$ cat src/rtl/usr_seq_if.sv
// Command/handshake bundle between a host FSM and the usr sequencer,
// including the mode/data pins that go on to the usr instance.
interface usr_seq_if #(
    parameter int WIDTH = 4,
    parameter int CNT_W = 3
);
    logic             cmd_valid;
    logic             cmd_ready;
    logic             cmd_load;
    logic             cmd_dir;
    logic [CNT_W-1:0] cmd_count;
    logic [WIDTH-1:0] cmd_data;
    logic             abort;
    logic [1:0]       usr_mode;
    logic [WIDTH-1:0] usr_data;
    logic             busy;
    logic             done;
    logic             aborted;

    // host side
    modport master (
        output cmd_valid, cmd_load, cmd_dir, cmd_count, cmd_data, abort,
        input  cmd_ready, usr_mode, usr_data, busy, done, aborted
    );

    // sequencer side
    modport slave (
        input  cmd_valid, cmd_load, cmd_dir, cmd_count, cmd_data, abort,
        output cmd_ready, usr_mode, usr_data, busy, done, aborted
    );
endinterface

$ cat src/rtl/usr_seq.sv
// Sequencer for the 4-bit universal shift register: takes one command
// (optional parallel load followed by N shifts in one direction), drives
// usr mode/data cycle by cycle and pulses done (with aborted) at the end.
// All status/mode outputs decode from registered state only.
module usr_seq #(
    parameter int WIDTH = 4,
    parameter int CNT_W = 3
) (
    input  logic     clk,
    input  logic     rst,
    usr_seq_if.slave bus
);
    typedef enum logic [1:0] {IDLE, LOAD, SHIFT, DONE} state_t;

    state_t           state;
    logic [CNT_W-1:0] cnt;
    logic             dir_q;
    logic [WIDTH-1:0] data_q;
    logic             abt_q;

    // Command FSM: accept in IDLE, one LOAD cycle, cnt SHIFT cycles, one DONE cycle.
    always_ff @(posedge clk or negedge rst) begin
        if (!rst) begin
            state  <= IDLE;
            cnt    <= '0;
            dir_q  <= 1'b0;
            data_q <= '0;
            abt_q  <= 1'b0;
        end else begin
            case (state)
                IDLE: begin
                    // abort is ignored here, even alongside a new command
                    if (bus.cmd_valid) begin
                        data_q <= bus.cmd_data;
                        dir_q  <= bus.cmd_dir;
                        cnt    <= bus.cmd_count;
                        abt_q  <= 1'b0;
                        if (bus.cmd_load)
                            state <= LOAD;
                        else if (bus.cmd_count != '0)
                            state <= SHIFT;
                        else
                            state <= DONE;
                    end
                end
                LOAD: begin
                    // the load itself still happens this cycle
                    if (bus.abort) begin
                        abt_q <= 1'b1;
                        cnt   <= '0;
                        state <= DONE;
                    end else if (cnt != '0) begin
                        state <= SHIFT;
                    end else begin
                        state <= DONE;
                    end
                end
                SHIFT: begin
                    // current shift is applied; abort only stops further ones
                    if (bus.abort) begin
                        abt_q <= 1'b1;
                        cnt   <= '0;
                        state <= DONE;
                    end else begin
                        cnt <= cnt - 1'b1;
                        if (cnt <= CNT_W'(1))
                            state <= DONE;
                    end
                end
                DONE: begin
                    state <= IDLE;
                end
                default: state <= IDLE;
            endcase
        end
    end

    // Mode pins decoded from state and the latched direction.
    always_comb begin
        bus.usr_mode = 2'b00;
        case (state)
            LOAD:    bus.usr_mode = 2'b01;
            SHIFT:   bus.usr_mode = {1'b1, dir_q};
            default: bus.usr_mode = 2'b00;
        endcase
    end

    assign bus.usr_data  = data_q;
    assign bus.cmd_ready = (state == IDLE);
    assign bus.busy      = (state == LOAD) || (state == SHIFT);
    assign bus.done      = (state == DONE);
    assign bus.aborted   = (state == DONE) && abt_q;
endmodule

$ cat src/flat_wrapper.sv
// flat-port wrapper written by rule: the top's interface ports become plain ports
module usr_seq_flat 
#(
    parameter int WIDTH = 4,
    parameter int CNT_W = 3
)
  (clk, rst, bus_cmd_valid, bus_cmd_load, bus_cmd_dir, bus_cmd_count, bus_cmd_data, bus_abort, bus_cmd_ready, bus_usr_mode, bus_usr_data, bus_busy, bus_done, bus_aborted);
  usr_seq_if #(.WIDTH(WIDTH), .CNT_W(CNT_W)) bus_i ();
  input  logic clk;
  input  logic rst;
  input wire logic [$bits(bus_i.cmd_valid)-1:0] bus_cmd_valid;
  input wire logic [$bits(bus_i.cmd_load)-1:0] bus_cmd_load;
  input wire logic [$bits(bus_i.cmd_dir)-1:0] bus_cmd_dir;
  input wire logic [$bits(bus_i.cmd_count)-1:0] bus_cmd_count;
  input wire logic [$bits(bus_i.cmd_data)-1:0] bus_cmd_data;
  input wire logic [$bits(bus_i.abort)-1:0] bus_abort;
  output wire logic [$bits(bus_i.cmd_ready)-1:0] bus_cmd_ready;
  output wire logic [$bits(bus_i.usr_mode)-1:0] bus_usr_mode;
  output wire logic [$bits(bus_i.usr_data)-1:0] bus_usr_data;
  output wire logic [$bits(bus_i.busy)-1:0] bus_busy;
  output wire logic [$bits(bus_i.done)-1:0] bus_done;
  output wire logic [$bits(bus_i.aborted)-1:0] bus_aborted;
  assign bus_i.cmd_valid = bus_cmd_valid;
  assign bus_i.cmd_load = bus_cmd_load;
  assign bus_i.cmd_dir = bus_cmd_dir;
  assign bus_i.cmd_count = bus_cmd_count;
  assign bus_i.cmd_data = bus_cmd_data;
  assign bus_i.abort = bus_abort;
  assign bus_cmd_ready = bus_i.cmd_ready;
  assign bus_usr_mode = bus_i.usr_mode;
  assign bus_usr_data = bus_i.usr_data;
  assign bus_busy = bus_i.busy;
  assign bus_done = bus_i.done;
  assign bus_aborted = bus_i.aborted;
  usr_seq #(.WIDTH(WIDTH), .CNT_W(CNT_W)) u_core (.clk(clk), .rst(rst), .bus(bus_i));
endmodule
$ cat config.mk
export PLATFORM = sky130hd
export DESIGN_NAME = usr_seq_flat
export DESIGN_NICKNAME = d
export VERILOG_FILES = /design/src/rtl/usr_seq_if.sv /design/src/rtl/usr_seq.sv /design/src/flat_wrapper.sv
export SDC_FILE = /design/constraint.sdc
export NUM_CORES = 1
export LEC_CHECK = 0
export CORE_AREA = 2 2 39 41
export DETAILED_ROUTE_END_ITERATION = 12
export DIE_AREA = 0 0 41 43
export DONT_BUFFER_PORTS = 1
export HOLD_SLACK_MARGIN = 0.12
export PLACE_DENSITY = 0.61
export SETUP_SLACK_MARGIN = 0.15
export SLEW_MARGIN = 20
export SYNTH_ARGS = -nofsm -noshare
export SYNTH_HDL_FRONTEND = slang
export SYNTH_SLANG_ARGS = --single-unit
export TNS_END_PERCENT = 30
$ cat constraint.sdc
create_clock -name clk -period 1.4 [get_ports clk]
set_input_delay 0.28 -clock clk [delete_from_list [all_inputs] [get_ports clk]]
set_output_delay 0.28 -clock clk [all_outputs]
set_load 0.05 [all_outputs]
Yosys cells after proc, flatten, opt, wreduce, memory -nomap -nowiden:

Index checks and enable logic that the tools add are counted.
Widths: inputs -> output; s select.

* register bits after elaboration: 11
* input bits: 13
* output and inout port bits: 10
* word-level logic and storage cells: 42

* add/subtract/negate cells: 1
* magnitude comparators: 1
* eq/ne operators: 7
* muxes and demuxes: 16
* reductions and logical operators: 12

Operator list (count)
* $mux 2: 5
* $mux 3: 3
* $pmux 3 s3: 1
* $reduce_bool 3->1: 3
* $pmux 2 s4: 1
* $reduce_and 3->1: 2
* $eq 2x2->1 const B: 2
* $mux 1: 4
* $ne 2x2->1 const B: 2
* $pmux 2 s2: 1
* $reduce_and 2->1: 2
* $le 3x1->1 const B: 1
* $ne 3x2->1 const B: 1
* $sub 3x1->3 const B: 1
* $eq 2x1->1 const B: 1
* $logic_not 2->1: 1
* $ne 2x1->1 const B: 1
* $pmux 1 s2: 1
* $reduce_bool 2->1: 1
* $reduce_or 2->1: 1
* $logic_and 1x1->1: 1
* $logic_or 1x1->1: 1

Longest topological paths before layout:

Gate-level depths: netlist (run 1).

* depth after elaboration: 5
* gate-level depth with buffers: 6
* gate-level depth less buffers: 6

Worst setup path after synthesis (run 1):

Ideal clock, no wire load.

* kind: register -> output
* start: reg u_core.state[0]
* end: out bus_usr_mode[0]
* arrival: 1883 ps
* slack: -763 ps
* stages on the path, launching flop included: 5
* buffers on the path: 0
* cell sequence: dfrtp_1 -> inv_1 -> ha_1 -> inv_1 -> nor2_1

* cells in the longest elaborated chain, start to end: 2
* elaborated cells on any way between the ends: 3
* those cells by class: eq/ne (2); mux (1)

Ends and longest elaborated chain
* start, declared: RTL line usr_seq.sv:15 `state_t state;`
* start signal, assigned: RTL line usr_seq.sv:24 `state <= IDLE;`
* start signal, assigned: RTL line usr_seq.sv:39 `state <= LOAD;`
* start signal, assigned: RTL line usr_seq.sv:41 `state <= SHIFT;`
* $eq 2x2->1 / $eq 2x1->1 (equally long branches): RTL line usr_seq.sv:81 `case (state)`
* $pmux 2 s2 (*): RTL line usr_seq.sv:81
* end, declared: RTL line flat_wrapper.sv:18 `output wire logic [$bits(bus_i.usr_mode)-1:0] bus_usr_mode;`

Every way passes the cells marked *; elsewhere a longest branch is shown, timed or not.

Worst setup path after layout (run 1):

* start: reg u_core.state[1]
* end: out bus_usr_mode[0]

The elaborated chain is that of the path after synthesis.

==> flow_summary_export.csv, run 1 <==
group,metric,value,unit
sta,relSlewSlack,0.6826,
worst_hold_path,hold_path_class,"input pin to flip-flop",
worst_setup_path,path_depth,5,
layout,multi_input_area,445.4,µm²
place,port_buffers,0,
place,gp_congestion,0.7424,
synthesis,avgSynthCellArea,9.930,µm²
global_routing,gr-total-overflow,0,
sta,final-hold-violation-count,0,
global_routing,antenna_found_initial,0,
sta,slew_violations,0,
clocking,clock_path_buffers,2,
sta,setup_viol,10,
worst_setup_path,cp.arrival,1.35,ns
floorplanning,rows,14,
clocking,htree_levels,1,
drt,first_pass_iters,2,
clocking,cts_buffers,3,
layout,fill_cells,106,
global_routing,grt_usage,0.1713,
layout,layout.area.seq,275.3,µm²
synthesis,synth-warning-count,0,
sta,tightestPinTransition,0.4762,ns
global_routing,grt_pass1_wl,2021,µm
sta,period_needed,1.633,ns
worst_setup_path,setup.worst_path.class,"flip-flop to primary output",
sta,min_period_over_period,1.166,
floorplanning,dieArea,1763,µm²
floorplanning,die_x,41,µm
floorplanning,core-area,1384,µm²
synthesis,synth_top_area_cell,"dfrtp_1",
worst_setup_path,crit_path_start_kind,"flip-flop",
synthesis,synth_area,625.6,µm²
clocking,path_clk_slew,0.07,ns
synthesis,synth_nets,82,
synthesis,synth-seq-cells,11,
sta,rsz0062_at_grt,"true",
drt,ant_nets,0,
floorplanning,io_pins,23,
place,hpwl,1015,µm
worst_setup_path,r2r_slack,-0.02,ns
sta,fin_ws,-0.2326,ns
worst_setup_path,crit_family,"flip-flops",
run_status,violations,"setup timing",
worst_setup_path,path_max_fanout,6,
floorplanning,initial_core_util,0.4521,
worst_setup_path,critPathMaxStageDelay,0.40,ns
worst_setup_path,critPathBufInv,2,
worst_setup_path,cp.required,1.12,ns
worst_setup_path,crit_chain,"buf_4 -> ha_4 -> a21oi_4 -> nor2_4 -> buf_12",
clocking,root_buffer,"clkbuf_4",
clocking,cts.sinks,11,
drt,drt-initial-drc-count,2,
global_routing,grt_max_degree,12,
worst_setup_path,worst_r2r_path_depth,6,
drt,routed_wl,1339,µm
synthesis,netlist_instances,63,
layout,nNetsFinal,104,
run_status,outcome,"complete, but fails checks",
synthesis,synth_area_leaders,"dfrtp_1, ha_1, mux2_2, a21oi_1, nor2_1",
global_routing,grt_pass1_vias,479,
worst_setup_path,cp_slowest_cell,"dfrtp_1",
worst_hold_path,min_path_cells,1,
drt,num_vias,519,
flow_run,drv_cap,0,
sta,fmax,612.5,MHz
layout,fin_cells,100,
synthesis,ys_types,19,
worst_setup_path,cp-end-kind,"primary output",
clocking,cts_tree,"done",
clocking,clk_latency,0.27,ns
layout,n_antenna_cell,0,
place,place_inst,91,
layout,area_growth,53.80,%
drt,drcViolationCount,0,
drt,routed_via_density,5.190,
layout,drive_above_1_share,0.4762,
synthesis,synth_top_area_frac,0.4400,
floorplanning,die_h,43,µm
drt,wl_per_cell,13.39,µm
synthesis,ys_seq_area_frac,0.4400,
sta,clock_skew,0.003186,ns
state kept, by name, summed over array words and instances (netlist names):
| name | count |
|---|---|
| u_core.abt_q | 1 |
| u_core.bus.usr_data | 4 |
| u_core.cnt | 3 |
| u_core.dir_q | 1 |
| u_core.state | 2 |
path summary, 6_finish.rpt:
path | startpoint | end
min in group asynchronous | rst | u_core.bus.usr_data[0]
max in group asynchronous | rst | u_core.cnt[2]
hold reg to reg | u_core.cnt[0] | u_core.cnt[0]
hold / removal | bus_cmd_data[2] | u_core.bus.usr_data[2]
setup reg to reg | u_core.state[1] | u_core.cnt[2]
setup / recovery | u_core.state[1] | bus_usr_mode[0]
cell families after synthesis:
family	after synthesis	share of synthesized area
flip-flops	11	0.4400
multiplexers	5	0.08999
buffers and inverters	5	0.03000
adder cells (fa/ha/maj)	6	0.1200
AND/OR/NAND/NOR	19	0.1520
AO/OA/AOI/OAI	17	0.1680
synthesized netlist by cell type:
library cell	count
mux2_2	5
o311ai_2	1
o21ai_0	5
o21ai_1	1
nor3b_1	1
nand2b_1	4
o32ai_1	1
nor2b_1	1
and2_1	1
a211oi_1	1
a21oi_1	7
nor2_1	7
nor3_1	1
nand2_1	3
dfrtp_1	11
nand3b_1	1
ha_1	6
o21a_1	1
inv_1	5
cells in the final DEF (no fill, tap or decap), drive strengths merged:
cell         Yosys  final
and2             1      1
buf              0     16
clkbuf           0      3
nor2b            1      1
nand2b           4      4
mux2             5      5
a21oi            7      7
ha               6      6
dfrtp           11     11
o311ai           1      1
o21a             1      1
nor3b            1      1
nand2            3      3
dlygate4sd3      0      1
nand3b           1      1
o32ai            1      1
clkinv           0      1
nor2             7      7
a211oi           1      1
nor3             1      1
inv              5      5
o21ai            6      6
stage by stage:
step                      setup TNS, ns  hold WS (ns)  utilization  area (µm²)  worst slack [ns]
after floorplan                 -0.1545      -0.01559            -       671.9          -0.06792
after global placement         -0.02453      -0.01529       0.5741       794.5          -0.02286
after detailed placement       -0.05700      -0.01531       0.5741       794.5          -0.03555
after CTS                        -1.014        0.1496       0.6564       908.4           -0.2175
after global routing             -1.633        0.1461       0.6953       962.2           -0.2809
final                           -0.7570        0.1581       0.6953       962.2           -0.2326
area by class of cell:
type / instances / share of cell area
Sequential cell: 11 / 0.2861
Tap cell: 16 / 0.02081
Multi-Input combinational cell: 47 / 0.4629
Inverter: 5 / 0.02211
Timing Repair Buffer: 17 / 0.1795
Clock inverter: 1 / 0.005202
Clock buffer: 3 / 0.02341
routing by layer:
layer  routed length (µm)  up-vias  GRT usage  share of wire
met3                   88        2    0.03141          0.066
met4                   17        0    0.06000          0.013
met5                    0        -          0              0
met1                  562      237     0.2207           0.42
li1                     -      263          -              -
met2                  671       17     0.2750           0.50
what timing repair did:
item / CTS / global route
hold buffers: 1 / 0
endpoints found under the setup margin: 16 / 17
resized for setup: 15 / 10
pin swaps: 2 / 3
endpoints found under the hold margin: 11 / 0
setup buffers: 3 / 1
Power of run 1 is left out: the tool's default activity adds up to more than one toggle a clock period on the data nets, which glitch-free logic cannot reach.
==> run 2, diff against run 1 <==
--- a/config.mk
+++ b/config.mk
@@ -6,6 +6,7 @@
 export NUM_CORES = 1
 export LEC_CHECK = 0
 export CORE_AREA = 2 2 39 41
+export CTS_BUF_LIST = sky130_fd_sc_hd__clkbuf_8 sky130_fd_sc_hd__clkbuf_16
 export DETAILED_ROUTE_END_ITERATION = 12
 export DIE_AREA = 0 0 41 43
 export DONT_BUFFER_PORTS = 1
==> run 2 against run 1 <==
The run still ends with setup timing left. Critical endpoint unchanged. Sequential share of layout area is 2.2 points lower. Worst hold slack better by 0.033 ns. Count of clock-buffer cells in the layout stayed put. Critical path type unchanged. Die area stayed put. Flip-flop and latch count stayed put. Final area is 8.2% higher. Cell count is 1.0% higher. Clock skew is 0.00080 ns lower.
==> flow_summary_export.csv, run 2 (synthesis gave the netlist of run 1 again) <==
group,metric,value,unit
layout,most-common-layout-cells,"dfrtp_1, buf_6, nor2_1, a21oi_1, buf_4",
floorplanning,rows,14,
flow_run,drv_cap,0,
floorplanning,core-area,1384,µm²
worst_setup_path,r2r-start,"u_core.state[1]",
layout,largest_reg_flops,4,
clocking,root_buffer,"clkbuf_8",
layout,final_common_cell,"dfrtp_1",
sta,setup_viol,10,
worst_hold_path,min_path_cells,1,
floorplanning,io_pins,23,
sta,fin_ws,-0.1981,ns
worst_hold_path,holdPathEnd,"u_core.bus.usr_data[2]",
sta,setup_tns,-0.9332,ns
sta,clock_skew,0.002389,ns
floorplanning,die_h,43,µm
global_routing,antenna_found_initial,0,
sta,period_needed,1.598,ns
global_routing,gr-total-overflow,0,
worst_setup_path,r2r_end,"u_core.cnt[1]",
layout,nNetsFinal,105,
sta,slew_violations,0,
worst_setup_path,path_max_fanout,4,
sta,fmax,625.7,MHz
sta,relSlewSlack,0.6826,
layout,n_antenna_cell,0,
drt,first_pass_iters,4,
worst_hold_path,worstHoldStart,"bus_cmd_data[2]",
worst_setup_path,cp_slowest_cell,"dfrtp_1",
clocking,path_clk_slew,0.05,ns
sta,final-hold-violation-count,0,
drt,routed_wl,1421,µm
worst_setup_path,r2r_slack,-0.13,ns
global_routing,grt_max_degree,12,
place,gp_congestion,0.7424,
drt,ant_nets,0,
place,hpwl,1015,µm
global_routing,grt_pass1_wl,2159,µm
layout,multi_input_area,483.0,µm²
global_routing,top_usage_layer,"met2",
worst_setup_path,cp.arrival,1.32,ns
worst_setup_path,cp-end-kind,"primary output",
floorplanning,initial_core_util,0.4521,
global_routing,grtUsageMet3,0.04188,
worst_setup_path,critPathMaxStageDelay,0.41,ns
floorplanning,dieArea,1763,µm²
worst_setup_path,crit_family,"flip-flops",
drt,drcViolationCount,0,
clocking,cts.sinks,11,
layout,layout.area.seq,275.3,µm²
global_routing,grt_use_met2,0.2875,
clocking,clk_latency,0.23,ns
worst_setup_path,setup.worst_path.class,"flip-flop to primary output",
layout,fill_cells,91,
worst_setup_path,crit_chain,"buf_4 -> ha_4 -> a21oi_4 -> nor2_4 -> buf_12",
clocking,htree_levels,1,
drt,num_vias,534,
run_status,violations,"setup timing",
worst_setup_path,worst_r2r_path_depth,7,
clocking,cts_buffers,3,
worst_setup_path,crit_path_start_kind,"flip-flop",
sta,min_period_over_period,1.142,
clocking,clock_path_buffers,2,
worst_hold_path,hold_path_class,"input pin to flip-flop",
global_routing,use_met1,0.2215,
clocking,cts_tree,"done",
sta,tightestPinTransition,0.4761,ns
run_status,outcome,"complete, but fails checks",
floorplanning,die_x,41,µm
worst_setup_path,cp.required,1.12,ns
drt,routed_via_density,5.287,
layout,area_growth,66.40,%
place,port_buffers,0,
sta,rsz0062_at_grt,"true",
worst_setup_path,critPathBufInv,2,
drt,drt-initial-drc-count,8,
layout,drive_above_1_share,0.5059,
global_routing,grt_usage,0.1869,
global_routing,grt_pass1_vias,520,
drt,wl_per_cell,14.07,µm
[run 2: layout make-up]
| cell class | count | area share |
|---|---|---|
| multi-input combinational | 47 | 0.4639 |
| sequential | 11 | 0.2644 |
| timing repair buffer | 18 | 0.1875 |
| clock buffer | 3 | 0.03966 |
| inverter | 5 | 0.02043 |
| tap | 16 | 0.01923 |
| clock inverter | 1 | 0.004808 |
[run 2: how the worst max path moves through the flow]
stage | from | endpoint | cells after the start
after global routing | u_core.state[0] | bus_usr_mode[0] | 5
after detailed placement | u_core.state[1] | u_core.cnt[1] | 7
after floorplan | u_core.state[1] | bus_usr_mode[0] | 4
after global placement | u_core.state[1] | u_core.cnt[1] | 7
after CTS | u_core.state[1] | bus_usr_mode[0] | 5
final | u_core.state[0] | bus_usr_mode[0] | 5
[run 2: routing by layer]
metal / wire, µm / vias to the layer above
met5: 0 / -
li1: - / 265
met2: 700 / 21
met1: 579 / 242
met3: 94 / 6
met4: 46 / 0
[run 2: what timing repair did]
action                     CTS  global route
buffers inserted             5             0
pin swaps                    4             1
resized for setup           17            16
hold buffers                 1             0
gates cloned                 0             0
hold endpoints to repair    11             0
setup endpoints to repair   16            17
[run 2: worst register-to-register path: stages, from the launching register on]
cell,delay (ns)
dfrtp_1,0.40
buf_4,0.15
ha_4,0.16
buf_6,0.13
o311ai_4,0.28
buf_6,0.16
a211oi_2,0.04
a21oi_1,0.12
[run 2: through the flow]
stage	instances	worst slack [ns]	hold slack, ns	cell area, µm²	utilization
floorplan	63	-0.06792	-0.01559	671.9	-
global placement	91	-0.02286	-0.01529	794.5	0.5741
detailed placement	91	-0.03555	-0.01531	794.5	0.5741
CTS	101	-0.1763	0.1847	968.4	0.6998
global route	101	-0.2475	0.1829	1041	0.7523
finish	101	-0.1981	0.1912	1041	0.7523
Power of run 2 is left out for the same reason.
